==> src/rtl/mcu_ctrl_pkg.sv <==
// mcu_ctrl_pkg
//   Shared constants for the multicycle main control unit:
//   - FSM state encodings (4-bit)
//   - instruction opcodes (IR[15:12])
//   - ALUOp class codes consumed by the ALU controller
//   - pc_src and alu_src_b multiplexer encodings
//   - opcode_legal() helper used by the decode-stage illegal check
package mcu_ctrl_pkg;

  // FSM states
  localparam logic [3:0] S_RST    = 4'd0;
  localparam logic [3:0] S_FETCH  = 4'd1;
  localparam logic [3:0] S_DECODE = 4'd2;
  localparam logic [3:0] S_MEMADR = 4'd3;
  localparam logic [3:0] S_MEMRD  = 4'd4;
  localparam logic [3:0] S_MEMWB  = 4'd5;
  localparam logic [3:0] S_MEMWR  = 4'd6;
  localparam logic [3:0] S_EXE_R  = 4'd7;
  localparam logic [3:0] S_EXE_I  = 4'd8;
  localparam logic [3:0] S_ALUWB  = 4'd9;
  localparam logic [3:0] S_BRANCH = 4'd10;
  localparam logic [3:0] S_JAL    = 4'd11;
  localparam logic [3:0] S_HALT   = 4'd12;

  // Opcodes
  localparam logic [3:0] OP_R    = 4'b0000;
  localparam logic [3:0] OP_ADDI = 4'b0001;
  localparam logic [3:0] OP_LW   = 4'b0010;
  localparam logic [3:0] OP_SW   = 4'b0011;
  localparam logic [3:0] OP_BR   = 4'b0100;
  localparam logic [3:0] OP_JAL  = 4'b0101;
  localparam logic [3:0] OP_HALT = 4'b1111;

  // ALUOp classes (shared with the ALU controller)
  localparam logic [1:0] S_T = 2'b00;  // plain add
  localparam logic [1:0] B_T = 2'b01;  // branch compare
  localparam logic [1:0] R_T = 2'b10;  // R-type, funct decides
  localparam logic [1:0] I_T = 2'b11;  // I-type, opcode decides

  // pc_src mux
  localparam logic [1:0] PC_SRC_ALU    = 2'b00;
  localparam logic [1:0] PC_SRC_ALUOUT = 2'b01;
  localparam logic [1:0] PC_SRC_JUMP   = 2'b10;

  // alu_src_b mux
  localparam logic [1:0] ALU_B_REGB = 2'b00;
  localparam logic [1:0] ALU_B_TWO  = 2'b01;
  localparam logic [1:0] ALU_B_IMM  = 2'b10;

  function automatic logic opcode_legal(input logic [3:0] op);
    case (op)
      OP_R, OP_ADDI, OP_LW, OP_SW, OP_BR, OP_JAL, OP_HALT: return 1'b1;
      default: return 1'b0;
    endcase
  endfunction

endpackage

==> src/rtl/mcu_ctrl_decode.sv <==
// mcu_ctrl_decode
//   Purely combinational control-word decoder. Every output is a function
//   of the current state only, except ir_write/pc_write in FETCH which
//   follow mem_ready so the IR and PC load on the cycle memory completes.
// Ports:
//   state         in  4  current FSM state
//   mem_ready     in  1  memory completes the current request
//   mem_req .. halted  out  control word for the shared datapath
module mcu_ctrl_decode
  import mcu_ctrl_pkg::*;
(
  input  logic [3:0] state,
  input  logic       mem_ready,
  output logic       mem_req,
  output logic       mem_we,
  output logic       i_or_d,
  output logic       ir_write,
  output logic       pc_write,
  output logic       pc_write_cond,
  output logic [1:0] pc_src,
  output logic       alu_src_a,
  output logic [1:0] alu_src_b,
  output logic [1:0] alu_op,
  output logic       reg_write,
  output logic       mem_to_reg,
  output logic       halted
);

  always_comb begin
    mem_req       = 1'b0;
    mem_we        = 1'b0;
    i_or_d        = 1'b0;
    ir_write      = 1'b0;
    pc_write      = 1'b0;
    pc_write_cond = 1'b0;
    pc_src        = PC_SRC_ALU;
    alu_src_a     = 1'b0;
    alu_src_b     = ALU_B_REGB;
    alu_op        = S_T;
    reg_write     = 1'b0;
    mem_to_reg    = 1'b0;
    halted        = 1'b0;
    case (state)
      S_FETCH: begin
        // PC + 2 computed while the instruction is read
        mem_req   = 1'b1;
        alu_src_b = ALU_B_TWO;
        ir_write  = mem_ready;
        pc_write  = mem_ready;
      end
      S_DECODE: begin
        // branch target precomputed into ALUOut
        alu_src_b = ALU_B_IMM;
      end
      S_MEMADR: begin
        alu_src_a = 1'b1;
        alu_src_b = ALU_B_IMM;
      end
      S_MEMRD: begin
        mem_req = 1'b1;
        i_or_d  = 1'b1;
      end
      S_MEMWB: begin
        reg_write  = 1'b1;
        mem_to_reg = 1'b1;
      end
      S_MEMWR: begin
        mem_req = 1'b1;
        mem_we  = 1'b1;
        i_or_d  = 1'b1;
      end
      S_EXE_R: begin
        alu_src_a = 1'b1;
        alu_src_b = ALU_B_REGB;
        alu_op    = R_T;
      end
      S_EXE_I: begin
        alu_src_a = 1'b1;
        alu_src_b = ALU_B_IMM;
        alu_op    = I_T;
      end
      S_ALUWB: begin
        reg_write = 1'b1;
      end
      S_BRANCH: begin
        alu_src_a     = 1'b1;
        alu_src_b     = ALU_B_REGB;
        alu_op        = B_T;
        pc_write_cond = 1'b1;
        pc_src        = PC_SRC_ALUOUT;
      end
      S_JAL: begin
        reg_write = 1'b1;
        pc_write  = 1'b1;
        pc_src    = PC_SRC_JUMP;
      end
      S_HALT: begin
        halted = 1'b1;
      end
      default: ;
    endcase
  end

endmodule

==> src/rtl/mcu_ctrl_fsm.sv <==
// mcu_ctrl_fsm
//   Multicycle main control unit. Holds the state register, next-state
//   logic, the sticky illegal flag and the optional performance counters;
//   the control word itself comes from mcu_ctrl_decode.
// Build option:
//   MCU_PERF_CNT_EN  when defined, cycle_cnt/instret_cnt are live counters;
//                    otherwise both ports are constant 0.
// Parameters:
//   RESET_PC_HOLD    1 stretches S_RST to two cycles after reset release
// Ports:
//   clk, rst_n       clock, asynchronous active-low reset
//   opcode           IR[15:12], valid from DECODE onward
//   mem_ready        memory completes the current request
//   mem_req .. mem_to_reg  datapath control word
//   halted, illegal  sticky stop flags
//   cycle_cnt, instret_cnt  performance counters
module mcu_ctrl_fsm
  import mcu_ctrl_pkg::*;
#(
  parameter int RESET_PC_HOLD = 0
) (
  input  logic        clk,
  input  logic        rst_n,
  input  logic [3:0]  opcode,
  input  logic        mem_ready,
  output logic        mem_req,
  output logic        mem_we,
  output logic        i_or_d,
  output logic        ir_write,
  output logic        pc_write,
  output logic        pc_write_cond,
  output logic [1:0]  pc_src,
  output logic        alu_src_a,
  output logic [1:0]  alu_src_b,
  output logic [1:0]  alu_op,
  output logic        reg_write,
  output logic        mem_to_reg,
  output logic        halted,
  output logic        illegal,
  output logic [15:0] cycle_cnt,
  output logic [15:0] instret_cnt
);

  logic [3:0] state_reg, state_next;
  logic       hold_reg;
  logic       illegal_reg;

  always_comb begin
    state_next = state_reg;
    case (state_reg)
      S_RST: begin
        if (RESET_PC_HOLD != 0 && !hold_reg) state_next = S_RST;
        else                                 state_next = S_FETCH;
      end
      S_FETCH:  if (mem_ready) state_next = S_DECODE;
      S_DECODE: begin
        case (opcode)
          OP_R:         state_next = S_EXE_R;
          OP_ADDI:      state_next = S_EXE_I;
          OP_LW, OP_SW: state_next = S_MEMADR;
          OP_BR:        state_next = S_BRANCH;
          OP_JAL:       state_next = S_JAL;
          default:      state_next = S_HALT;  // HALT and every illegal code
        endcase
      end
      S_MEMADR: state_next = (opcode == OP_SW) ? S_MEMWR : S_MEMRD;
      S_MEMRD:  if (mem_ready) state_next = S_MEMWB;
      S_MEMWB:  state_next = S_FETCH;
      S_MEMWR:  if (mem_ready) state_next = S_FETCH;
      S_EXE_R:  state_next = S_ALUWB;
      S_EXE_I:  state_next = S_ALUWB;
      S_ALUWB:  state_next = S_FETCH;
      S_BRANCH: state_next = S_FETCH;
      S_JAL:    state_next = S_FETCH;
      S_HALT:   state_next = S_HALT;
      default:  state_next = S_RST;   // unused encodings recover via reset state
    endcase
  end

  always_ff @(posedge clk or negedge rst_n) begin
    if (!rst_n) begin
      state_reg   <= S_RST;
      hold_reg    <= 1'b0;
      illegal_reg <= 1'b0;
    end else begin
      state_reg <= state_next;
      // marks that the first S_RST cycle has elapsed
      if (state_reg == S_RST) hold_reg <= 1'b1;
      if (state_reg == S_DECODE && !opcode_legal(opcode)) illegal_reg <= 1'b1;
    end
  end

  assign illegal = illegal_reg;

  mcu_ctrl_decode u_decode (
    .state         (state_reg),
    .mem_ready     (mem_ready),
    .mem_req       (mem_req),
    .mem_we        (mem_we),
    .i_or_d        (i_or_d),
    .ir_write      (ir_write),
    .pc_write      (pc_write),
    .pc_write_cond (pc_write_cond),
    .pc_src        (pc_src),
    .alu_src_a     (alu_src_a),
    .alu_src_b     (alu_src_b),
    .alu_op        (alu_op),
    .reg_write     (reg_write),
    .mem_to_reg    (mem_to_reg),
    .halted        (halted)
  );

`ifdef MCU_PERF_CNT_EN
  logic [15:0] cycle_cnt_reg;
  logic [15:0] instret_cnt_reg;

  // Counting on the state being entered makes the visible value include the
  // current cycle: the first FETCH reads 1, and the count freezes once HALT
  // is entered.
  always_ff @(posedge clk or negedge rst_n) begin
    if (!rst_n) begin
      cycle_cnt_reg   <= '0;
      instret_cnt_reg <= '0;
    end else begin
      if (state_next != S_RST && state_next != S_HALT)
        cycle_cnt_reg <= cycle_cnt_reg + 16'd1;
      // FETCH entered from an execution state retires one instruction
      if (state_next == S_FETCH && state_reg != S_FETCH && state_reg != S_RST)
        instret_cnt_reg <= instret_cnt_reg + 16'd1;
    end
  end

  assign cycle_cnt   = cycle_cnt_reg;
  assign instret_cnt = instret_cnt_reg;
`else
  assign cycle_cnt   = '0;
  assign instret_cnt = '0;
`endif

endmodule

==> config.mk <==
export PLATFORM = sky130hd
export DESIGN_NAME = mcu_ctrl_fsm
export DESIGN_NICKNAME = d
export VERILOG_FILES = /design/src/rtl/mcu_ctrl_pkg.sv /design/src/rtl/mcu_ctrl_decode.sv /design/src/rtl/mcu_ctrl_fsm.sv
export SDC_FILE = /design/constraint.sdc
export NUM_CORES = 1
export LEC_CHECK = 0
export CAP_MARGIN = 20
export CORE_MARGIN = 4
export CORE_UTILIZATION = 33
export DETAILED_ROUTE_END_ITERATION = 10
export PLACE_DENSITY = 0.84
export RECOVER_POWER = 25
export SETUP_SLACK_MARGIN = 0.3
export SLEW_MARGIN = 30
export SYNTH_ARGS = -nofsm -noshare
export SYNTH_HDL_FRONTEND = slang
export SYNTH_SLANG_ARGS = --single-unit
==> constraint.sdc <==
create_clock -name clk -period 1.44 [get_ports clk]
set_input_delay 0.144 -clock clk [delete_from_list [all_inputs] [get_ports clk]]
set_output_delay 0.144 -clock clk [all_outputs]
set_load 0.01 [all_outputs]
## Word level (Yosys, flattened, before mapping)

Index checks and enable logic that the tools add are counted.

| storage, ports and cells | value |
|---|---|
| input port bits | 7 |
| word-level logic and storage cells | 57 |
| register bits | 5 |

| cells by class | value |
|---|---|
| multiplexer cells | 20 |
| eq/ne operators | 21 |
| reductions and logical operators | 14 |

Operator list:

| cell | number |
|---|---|
| $pmux W4 S8 | 1 |
| $eq A4 B3 Y1 const B | 6 |
| $eq A4 B4 Y1 const B | 6 |
| $pmux W4 S5 | 1 |
| $eq A4 B2 Y1 const B | 4 |
| $mux W4 | 3 |
| $mux W1 | 10 |
| $reduce_or A3 Y1 | 3 |
| $eq A4 B1 Y1 const B | 2 |
| $logic_not A4 Y1 | 2 |
| $pmux W2 S2 | 2 |
| $reduce_or A7 Y1 | 1 |
| $ne A2 B2 Y1 const B | 3 |
| $pmux W2 S3 | 1 |
| $reduce_or A2 Y1 | 3 |
| $reduce_or A5 Y1 | 1 |
| $reduce_or A4 Y1 | 1 |
| $reduce_and A3 Y1 | 1 |
| $mux W2 | 1 |
| $pmux W1 S2 | 1 |
| $logic_and A1 B1 Y1 | 1 |
| $logic_not A1 Y1 | 1 |

## Longest topological paths before layout

Gate-level depths: netlist of run 1.

| logic depth | value |
|---|---|
| word-level depth | 5 |
| depth in mapped cells | 5 |
| gate-level depth less buffers | 4 |

## Modules after synthesis

From an unflattened synthesis of run 1, not the netlist that was laid out.

| unflattened totals | value |
|---|---|
| cell total of the unflattened synthesis | 102 |
| area total of the unflattened synthesis | 795.8 µm² |

Modules (own cells, without submodules):

| module | cells an instance | times used | area each (µm²) | seq. area each (µm²) |
|---|---|---|---|---|
| mcu_ctrl_fsm | 71 | 1 | 590.6 | 125.1 |
| mcu_ctrl_decode | 31 | 1 | 205.2 | 0.0 |

## Least setup slack after synthesis of run 1

Ideal clock, no wire load.

| path | value |
|---|---|
| kind | reg-to-output |
| start point | register state_reg[2] |
| end point | output pc_src[0] |
| path slack | 0.065 ns |
| stages on the path, launching flop included | 6 |
| arrival | 1.231 ns |
| required time | 1.296 ns |
| buffers on the path | 2 |
| cells stage by stage | dfrtp_1 buf_6 nand2b_1 nor2_1 and2_1 buf_4 |

| on the way | value |
|---|---|
| cells in the longest elaborated chain, start to end | 2 |
| elaborated cells between the ends (all ways) | 3 |
| those cells by class | eq/ne: 2; mux: 1 |

RTL lines:

| element | RTL line | source |
|---|---|---|
| start, declared | mcu_ctrl_fsm.sv:44 | `logic [3:0] state_reg, state_next;` |
| start signal, assigned | mcu_ctrl_fsm.sv:86 | `state_reg <= state_next;` |
| $eq A4 B4 Y1 | mcu_ctrl_decode.sv:43 | `case (state)` |
| $pmux W2 S2 * | mcu_ctrl_decode.sv:43 |  |
| end, declared | mcu_ctrl_fsm.sv:32 | `output logic [1:0] pc_src,` |

Every way passes the cells marked *; elsewhere a longest branch is shown, timed or not.

## Final worst setup path of run 1

| path | value |
|---|---|
| start point | register state_reg[3] |
| end point | register state_reg[1] |

| on the way | value |
|---|---|
| cells in the longest elaborated chain, start to end | 3 |
| elaborated cells between the ends (all ways) | 20 |
| those cells by class | eq/ne: 15; mux: 1; reduce/logical: 4 |

RTL lines:

| element | RTL line | source |
|---|---|---|
| $eq A4 B4 Y1 (tied with other cells) | mcu_ctrl_fsm.sv:50 | `case (state_reg)` |
| $reduce_or A5 Y1 (no line) (tied with other cells) | n/a |  |
| $pmux W4 S8 / $reduce_and A3 Y1 (equally long branches) | n/a |  |

Several ways; a longest one is shown, not always the timed one.
A chain may end at the register's enable or synchronous reset.

==> impl_metrics.tcl, run 1 <==
set metrics [dict create \
    status "complete, but fails checks" \
    violations "negative setup slack" \
    gp_congestion 0.820 \
    initialDrtViolationCount 21 \
    avgSynthCellArea_sq_um 7.62 \
    fin_util 0.716 \
    vdd_drop_max_uv 980 \
    p_leak_nw 0.743 \
    antenna_found_initial 0 \
    post_layout_nonfiller_instances 194 \
    cts_buffers 3 \
    routed_wirelength_um 2900 \
    period_minus_slack_ns 1.56 \
    ctsHtreeMaxLevel 1 \
    initial_core_util 0.362 \
    layout.nets 175 \
    finClkSkew_ns 0.00814 \
    synth.distinct_cells 32 \
    cts_buffer_depth 2 \
    io_pins 56 \
    core_area_sq_um 2040 \
    hold_viol 0 \
    cts.clk_slew.worst_paths_ns 0.05 \
    yosysSeqAreaShare 0.169 \
    cts.sinks 5 \
    drive_above_1_share 0.599 \
    drv_cap 0 \
    placed_cells 169 \
    first_pass_iters 4 \
    largest_reg_flops 4 \
    post_drt_wl_per_cell_um 15.0 \
    grt_first_pass_wirelength_um 4090 \
    hpwl_um 1560 \
    fp-row-count 16 \
    startpoint "state_reg[3]" \
    synth_cells 97 \
    layout_setup_ws_ns -0.123 \
    port_buffers 23 \
    fp.dieH_um 55.3 \
    hp-class "primary input to asynchronous set/reset pin" \
    grt_setup_unrepaired "yes" \
    endpoint_kind "register" \
    regArea_sq_um 129 \
    cp.arrival_ns 1.71 \
    path_class "register to register" \
    grt_overflow_total 0 \
    die_x_um 55.3 \
    setup_viol 10 \
    crit_required_ns 1.59 \
    yosys_warnings 0 \
    num_vias 899 \
    critical_path.max_fanout 6 \
    dieArea_sq_um 3060 \
    cts_root_buf "clkbuf_4" \
    max_freq_ghz 0.640 \
    antenna_left 0 \
    grtUsageTotal 0.164 \
    synth_area_sq_um 739 \
    areaGrowthSynthToFinish_pct 97.6 \
    slew_violations 0 \
    antennaDiodeCount 0 \
    synth-seq-cells 5 \
    insertion_delay_ns 0.24 \
    startpoint_type "register" \
    multi_input_area_sq_um 621 \
    final.fill_count 162 \
    worstReg2RegStart "state_reg[3]" \
    grt_max_degree 7 \
    drc 0 \
    viasPerCell 4.63 \
    grt_pass1_vias 905 \
    powerDensity_nw_per_um2 1870 \
    cts_tree "done" \
    fin_crit_sh 1.09 \
]
-- worst paths after layout --
| check | to | slack, ns | cells past startpoint |
|---|---|---|---|
| worst min register to register | illegal | 0.46 | 1 |
| worst max register to register | state_reg[1] | -0.12 | 6 |
| worst min-delay path | state_reg[1] | 0.18 | 1 |
| min in group clk | illegal | 0.46 | 1 |
| max in group asynchronous | state_reg[3] | 1.04 | 1 |
| worst max-delay path | state_reg[1] | -0.12 | 6 |
-- what timing repair did --
item                       4_1_cts  5_1_grt
hold endpoints to repair         0        0
pin swaps                       11        4
resized for setup              101       20
setup endpoints to repair       21       21
cloned                           1        0
hold buffers                     0        0
buffers inserted                17        3
-- where the power goes --
group | switching, mW | internal [mW] | total [mW]
sequential | 0.0960 | 0.209 | 0.305
clock | 0.0594 | 0.105 | 0.164
combinational | 0.971 | 1.29 | 2.26
-- cell usage after synthesis --
| cell | instances | area, sq um |
|---|---|---|
| nor3_1 | 4 | 20.0 |
| buf_4 | 33 | 248 |
| nor4b_2 | 1 | 15.0 |
| or2_2 | 1 | 6.26 |
| or4_1 | 1 | 7.51 |
| a41oi_1 | 1 | 8.76 |
| mux2i_1 | 1 | 10.0 |
| o22ai_1 | 3 | 18.8 |
| nor2b_1 | 3 | 18.8 |
| a31oi_1 | 1 | 6.26 |
| and2_1 | 2 | 12.5 |
| a41o_2 | 1 | 11.3 |
| or2_1 | 1 | 6.26 |
| nand2_1 | 3 | 11.3 |
| o21ai_0 | 2 | 10.0 |
| buf_2 | 3 | 15.0 |
| nor3b_1 | 1 | 7.51 |
| buf_6 | 1 | 11.3 |
| nand2b_1 | 7 | 43.8 |
| nand4_1 | 1 | 6.26 |
| o21a_1 | 2 | 15.0 |
| dfrtp_1 | 5 | 125 |
| or4b_1 | 1 | 10.0 |
| inv_1 | 1 | 3.75 |
| o311ai_1 | 1 | 8.76 |
| and2_2 | 1 | 7.51 |
| o211a_1 | 1 | 10.0 |
| a21o_1 | 1 | 7.51 |
| nor2_4 | 1 | 11.3 |
| conb_1 | 1 | 3.75 |
| a21oi_1 | 1 | 5.00 |
| nor2_1 | 10 | 37.5 |
-- worst max-delay path, stage by stage, from the launching register on --
cell      delay (ns)
dfrtp_2         0.47
buf_6           0.15
buf_6           0.12
nor2_4          0.12
nand2_2         0.07
or4_4           0.44
o311ai_4        0.10
-- final cells by class --
type / count / share of cell area
multi-input combinational: 85 / 0.425
sequential: 5 / 0.0882
clock buffer: 4 / 0.0180
timing repair buffer: 72 / 0.443
tap: 27 / 0.0231
inverter: 1 / 0.00257
-- placed cells by master (no fill, tap or decap), drive strengths merged --
| cell type | instances |
|---|---|
| buf | 65 |
| conb | 32 |
| nor2 | 11 |
| nand2b | 7 |
| clkdlybuf4s50 | 5 |
| dfrtp | 5 |
| nor3 | 4 |
| clkbuf | 4 |
| o22ai | 3 |
| nand2 | 3 |
| nor2b | 3 |
| and2 | 3 |
| o21a | 2 |
| or2 | 2 |
| o21ai | 2 |
| a21oi | 1 |
| nor4b | 1 |
| mux2i | 1 |
| a21o | 1 |
| or4 | 1 |
| inv | 1 |
| nor3b | 1 |
| a41oi | 1 |
| o311ai | 1 |
| a31oi | 1 |
| or4b | 1 |
| o211a | 1 |
| nand4 | 1 |
| a41o | 1 |
| dlygate4sd3 | 1 |
| dlygate4sd2 | 1 |
-- per-stage QoR --
step / hold slack (ns) / total power, mW / worst slack, ns / area, sq um / TNS [ns]
after floorplan: -0.152 / 1.05 / 0.172 / 895 / 0
after global placement: 0.376 / 1.67 / -0.264 / 1090 / -2.19
after detailed placement: 0.377 / 1.71 / -0.261 / 1090 / -2.68
after CTS: 0.115 / 2.40 / -0.0914 / 1350 / -0.312
after global routing: 0.190 / 2.88 / -0.161 / 1460 / -1.24
final: 0.183 / 2.73 / -0.123 / 1460 / -0.655
-- kinds of logic (layout without fill, tap and decap cells) --
group / Yosys count / count (layout) / synth area share
multiplexers: 1 / 1 / 0.0135
AO/OA/AOI/OAI: 14 / 14 / 0.137
other: 1 / 32 / 0.00507
flip-flops: 5 / 5 / 0.169
buffers and inverters: 38 / 77 / 0.376
AND/OR/NAND/NOR: 38 / 38 / 0.300
-- metal layers --
metal  vias up  share of wire  GRT usage
met4         0          0.041     0.0521
met3        10          0.071     0.0373
met1       427           0.34      0.160
li1        407              -          -
met2        55           0.54      0.329
met5         -              0          0
Power figures use the tool's default switching activity.
==> run 2, diff against run 1 <==
--- a/config.mk
+++ b/config.mk
@@ -10,2 +10,3 @@
 export CORE_UTILIZATION = 33
+export CTS_CLUSTER_SIZE = 25
 export DETAILED_ROUTE_END_ITERATION = 10
@@ -14,3 +15,3 @@
 export SETUP_SLACK_MARGIN = 0.3
-export SLEW_MARGIN = 30
+export SLEW_MARGIN = 20
 export SYNTH_ARGS = -nofsm -noshare
==> constraint.sdc (replaced) <==
create_clock -name clk -period 1.44 [get_ports clk]
set_input_delay 0.432 -clock clk [delete_from_list [all_inputs] [get_ports clk]]
set_output_delay 0.432 -clock clk [all_outputs]
set_load 0.01 [all_outputs]
==> impl_metrics.tcl, run 2 (synthesis results as in run 1) <==
set metrics [dict create \
    cp.arrival_ns 1.42 \
    crit_required_ns 1.01 \
    grtUsageTotal 0.154 \
    cts.sinks 5 \
    powerDensity_nw_per_um2 1850 \
    post_drt_wl_per_cell_um 14.3 \
    hold_viol 0 \
    finClkSkew_ns 0.0113 \
    tns_ns -5.08 \
    grt_overflow_total 0 \
    initial_core_util 0.362 \
    initialDrtViolationCount 6 \
    fp.dieH_um 55.3 \
    cts_buffer_depth 2 \
    cts_buffers 3 \
    first_pass_iters 5 \
    startpoint_type "register" \
    p_leak_nw 0.694 \
    vdd_drop_max_uv 1020 \
    cts.clk_slew.worst_paths_ns 0.05 \
    gp_congestion 0.763 \
    dieArea_sq_um 3060 \
    insertion_delay_ns 0.26 \
    status "complete, but fails checks" \
    antenna_found_initial 0 \
    slew_violations 0 \
    largest_reg_flops 4 \
    critical_path.max_fanout 3 \
    place_area_sq_um 1130 \
    final_cell_mix "32 x conb_1, 25 x buf_6, 24 x buf_4" \
    viasPerCell 4.43 \
    final_area_sq_um 1410 \
    max_freq_ghz 0.541 \
    grt_max_degree 8 \
    violations "negative setup slack" \
    antennaDiodeCount 0 \
    core_area_sq_um 2040 \
    layout.nets 170 \
    fin_crit_sh 1.28 \
    whs_ns 0.468 \
    ctsHtreeMaxLevel 1 \
    hold_buffers 0 \
    routed_wirelength_um 2700 \
    p_total_mw 2.61 \
    num_vias 838 \
    areaGrowthSynthToFinish_pct 91.0 \
    grt_pass1_vias 775 \
    drc 0 \
    mostFrequentLayoutCell "conb_1" \
    layout_setup_ws_ns -0.409 \
    cts_tree "done" \
    port_buffers 23 \
    hpwl_um 1610 \
    cts_root_buf "clkbuf_4" \
    die_x_um 55.3 \
    io_pins 56 \
    setup_viol 19 \
    fp-row-count 16 \
    period_minus_slack_ns 1.85 \
    antenna_left 0 \
    drive_above_1_share 0.630 \
    hp-class "primary input to asynchronous set/reset pin" \
    grt_first_pass_wirelength_um 3710 \
    endpoint_kind "primary output" \
    drv_cap 0 \
    grt_setup_unrepaired "yes" \
    path_class "register to primary output" \
]
run 2: final cells by class:
type	count	area, sq um
Clock buffer	4	26.3
Fill cell	156	629
Inverter	1	3.75
Multi-Input combinational cell	85	633
Sequential cell	5	128
Tap cell	27	33.8
Timing Repair Buffer	67	588
run 2: final timing paths:
kind / from / to / slack (ns) / cells after the start
setup / recovery: state_reg[1] / pc_write / -0.41 / 4
hold / removal: rst_n / state_reg[0] / 0.47 / 1
setup reg to reg: state_reg[3] / state_reg[1] / -0.16 / 7
hold reg to reg: illegal / illegal / 0.55 / 2
max in group asynchronous: rst_n / state_reg[2] / 0.74 / 1
min in group clk: illegal / illegal / 0.55 / 2
run 2: worst max-delay path, stage by stage, from the launching register on:
cell	delay [ns]
dfrtp_1	0.39
nand2b_4	0.16
nor4b_4	0.33
or2_1	0.15
buf_2	0.12
run 2: metrics by stage:
step	setup WS, ns	instances	util
4_1_cts	-0.384	181	0.619
3_5_place_dp	-0.869	168	0.555
2_1_floorplan	-0.0607	128	-
3_3_place_gp	-0.852	168	0.555
6_report	-0.409	189	0.692
5_1_grt	-0.471	189	0.692
run 2: metal layers:
| layer | vias to the layer above | wire length [um] | global-route usage |
|---|---|---|---|
| li1 | 396 | - | - |
| met1 | 398 | 955 | 0.154 |
| met2 | 39 | 1520 | 0.297 |
| met3 | 5 | 173 | 0.0373 |
| met4 | 0 | 49 | 0.0625 |
| met5 | - | 0 | 0 |
run 2: repair_timing:
item                                    4_1_cts  5_1_grt
setup buffers                                 9        8
gates resized for setup                     103       20
pin swaps                                    12        5
endpoints found under the setup margin       22       22
run 2: power by group:
group	switching (mW)	total (mW)	internal, mW
Clock	0.0708	0.176	0.106
Combinational	0.923	2.14	1.22
Sequential	0.0866	0.293	0.206
==> run 3, diff against run 2 <==
- CORE_UTILIZATION: 33 -> 35
- PLACE_DENSITY: 0.84 -> 0.86
- SKIP_LAST_GASP: unset -> 1
- SYNTH_HIERARCHICAL: unset -> 1
==> impl_metrics.tcl, run 3 <==
set metrics [dict create \
    slew_violations 0 \
    dieArea_sq_um 3100 \
    powerDensity_nw_per_um2 1730 \
    cts_tree "done" \
    violations "negative setup slack" \
    mostFrequentLayoutCell "conb_1" \
    post_drt_wl_per_cell_um 11.9 \
    max_freq_ghz 0.548 \
    yosys.area.top_type "buf_4" \
    cts.sinks 5 \
    largest_reg_flops 4 \
    io_pins 56 \
    grt_max_degree 12 \
    core_area_sq_um 2190 \
    cts_buffers 3 \
    antenna_found_initial 0 \
    setup_viol 18 \
    avgSynthCellArea_sq_um 7.80 \
    synth_ff_type "dfrtp_1" \
    ctsHtreeMaxLevel 1 \
    p_sw_frac 0.423 \
    areaGrowthSynthToFinish_pct 56.4 \
    cts_root_buf "clkbuf_4" \
    synth_area_sq_um 796 \
    critical_path.max_fanout 4 \
    cp.arrival_ns 1.39 \
    synth_fa_ha_area_frac 0 \
    period_minus_slack_ns 1.82 \
    drc 0 \
    port_buffers 23 \
    antennaDiodeCount 0 \
    initial_core_util 0.363 \
    cts_buffer_depth 2 \
    yosys_warnings 6 \
    grt_setup_unrepaired "yes" \
    synth.most_common_cell "buf_4" \
    layout_setup_ws_ns -0.383 \
    synth_cells 102 \
    synth-seq-cells 5 \
    synth_edf_count 0 \
    synth.distinct_cells 38 \
    grt_overflow_total 0 \
    final_area_sq_um 1240 \
    hp-class "primary input to asynchronous set/reset pin" \
    place_area_sq_um 1070 \
    yosysSeqAreaShare 0.157 \
    layout.nets 158 \
    final_cell_mix "32 x conb_1, 14 x buf_6, 14 x buf_2, 14 x buf_4" \
    synthArstFlopShare 1.00 \
    tns_ns -5.64 \
    grt_pass1_vias 780 \
    drv_cap 0 \
    synth_top_area_frac 0.302 \
    path_class "register to primary output" \
    num_vias 809 \
    p_int_mw 1.24 \
    status "complete, but fails checks" \
    fp-row-count 17 \
    vdd_drop_max_uv 748 \
    synth_compound_area_frac 0.165 \
    synth-xor-area-share 0.0110 \
    synthSimpleGateAreaFrac 0.325 \
    synth_top_family_by_area "buffers and inverters" \
    first_pass_iters 3 \
    switchingPower_mw 0.909 \
    synth_common_cells "32 x buf_4, 5 x dfrtp_1, 5 x nor2_1, 5 x nor3b_1" \
    die_x_um 55.7 \
    synthTopCellsByArea "buf_4 30%, dfrtp_1 16%, nor3b_1 4.7%" \
    antenna_left 0 \
    hold_viol 0 \
    p_leak_nw 0.615 \
    hold_buffers 0 \
    grt_first_pass_wirelength_um 3370 \
    combPwrFrac 0.802 \
    synthMuxAreaShare 0 \
    endpoint_kind "primary output" \
    gp_congestion 0.792 \
    grtUsageTotal 0.128 \
    cts.clk_slew.worst_paths_ns 0.04 \
    insertion_delay_ns 0.23 \
    clockPowerShare 0.069 \
    initialDrtViolationCount 4 \
    drive_above_1_share 0.507 \
    crit_required_ns 1.01 \
    finClkSkew_ns 0.00195 \
    fp.dieH_um 55.7 \
    seq_power_share 0.129 \
    routed_wirelength_um 2130 \
    startpoint_type "register" \
    fin_crit_sh 1.27 \
    viasPerCell 4.54 \
    final.fill_count 197 \
    hpwl_um 1560 \
]
==> run 3: layout make-up <==
class | instances | area (sq um) | share of cell area
inverters | 2 | 12.5 | 0.0101
flip-flops and latches | 5 | 129 | 0.104
clock buffers | 4 | 26.3 | 0.0211
well taps | 28 | 35.0 | 0.0281
repair buffers | 49 | 407 | 0.327
multi-input cells | 90 | 636 | 0.511
==> run 3: stage by stage <==
step / hold slack (ns) / worst slack (ns) / instances / power [mW] / util
6_report: 0.485 / -0.383 / 178 / 2.15 / 0.568
5_1_grt: 0.508 / -0.466 / 178 / 2.33 / 0.568
4_1_cts: 0.417 / -0.391 / 174 / 2.00 / 0.537
3_5_place_dp: 0.528 / -0.955 / 161 / 1.67 / 0.489
3_3_place_gp: 0.508 / -0.922 / 161 / 1.63 / 0.489
2_1_floorplan: 0.136 / -0.118 / 133 / 1.20 / -
==> run 3: repair_timing <==
action,CTS,global route
endpoints found under the hold margin,0,0
buffers inserted,9,4
pin swaps,14,7
endpoints found under the setup margin,22,22
gates cloned,0,0
gates resized for setup,103,7
==> run 3: worst paths after layout <==
kind | from | slack [ns] | to | cells after the start
worst max-delay path | state_reg[1] | -0.38 | mem_req | 4
worst min-delay path | rst_n | 0.48 | illegal | 1
worst max register to register | state_reg[1] | -0.25 | state_reg[0] | 7
worst min register to register | illegal | 0.52 | illegal | 1
max in group asynchronous | rst_n | 0.75 | state_reg[2] | 1
min in group clk | illegal | 0.52 | illegal | 1
==> run 3: power by group through the flow <==
stage | Clock, mW | Sequential (mW) | Combinational, mW
5_1_grt | 0.163 | 0.293 | 1.87
3_3_place_gp | 0 | 0.288 | 1.34
6_report | 0.149 | 0.278 | 1.72
3_5_place_dp | 0 | 0.289 | 1.38
2_1_floorplan | 0 | 0.330 | 0.868
4_1_cts | 0.153 | 0.276 | 1.57
==> run 3: cell families (layout without fill, tap and decap cells) <==
group | Yosys count | in the layout
and+or+nand+nor | 38 | 38
xor gates and xnor gates | 1 | 1
buffers and inverters | 38 | 55
other | 1 | 32
AOI/OAI and AO/OA | 19 | 19
DFF | 5 | 5
==> run 3: critical path, cell delays in order (launching register included) <==
cell	delay [ns]
dfrtp_2	0.42
buf_6	0.13
or3b_1	0.35
a21oi_2	0.12
buf_2	0.14
==> run 3: per-layer routing <==
layer	vias up	GRT usage	wire length, um
li1	390	-	-
met1	388	0.117	644
met2	29	0.275	1330
met3	2	0.0186	132
met4	0	0.0417	23
met5	-	0	0
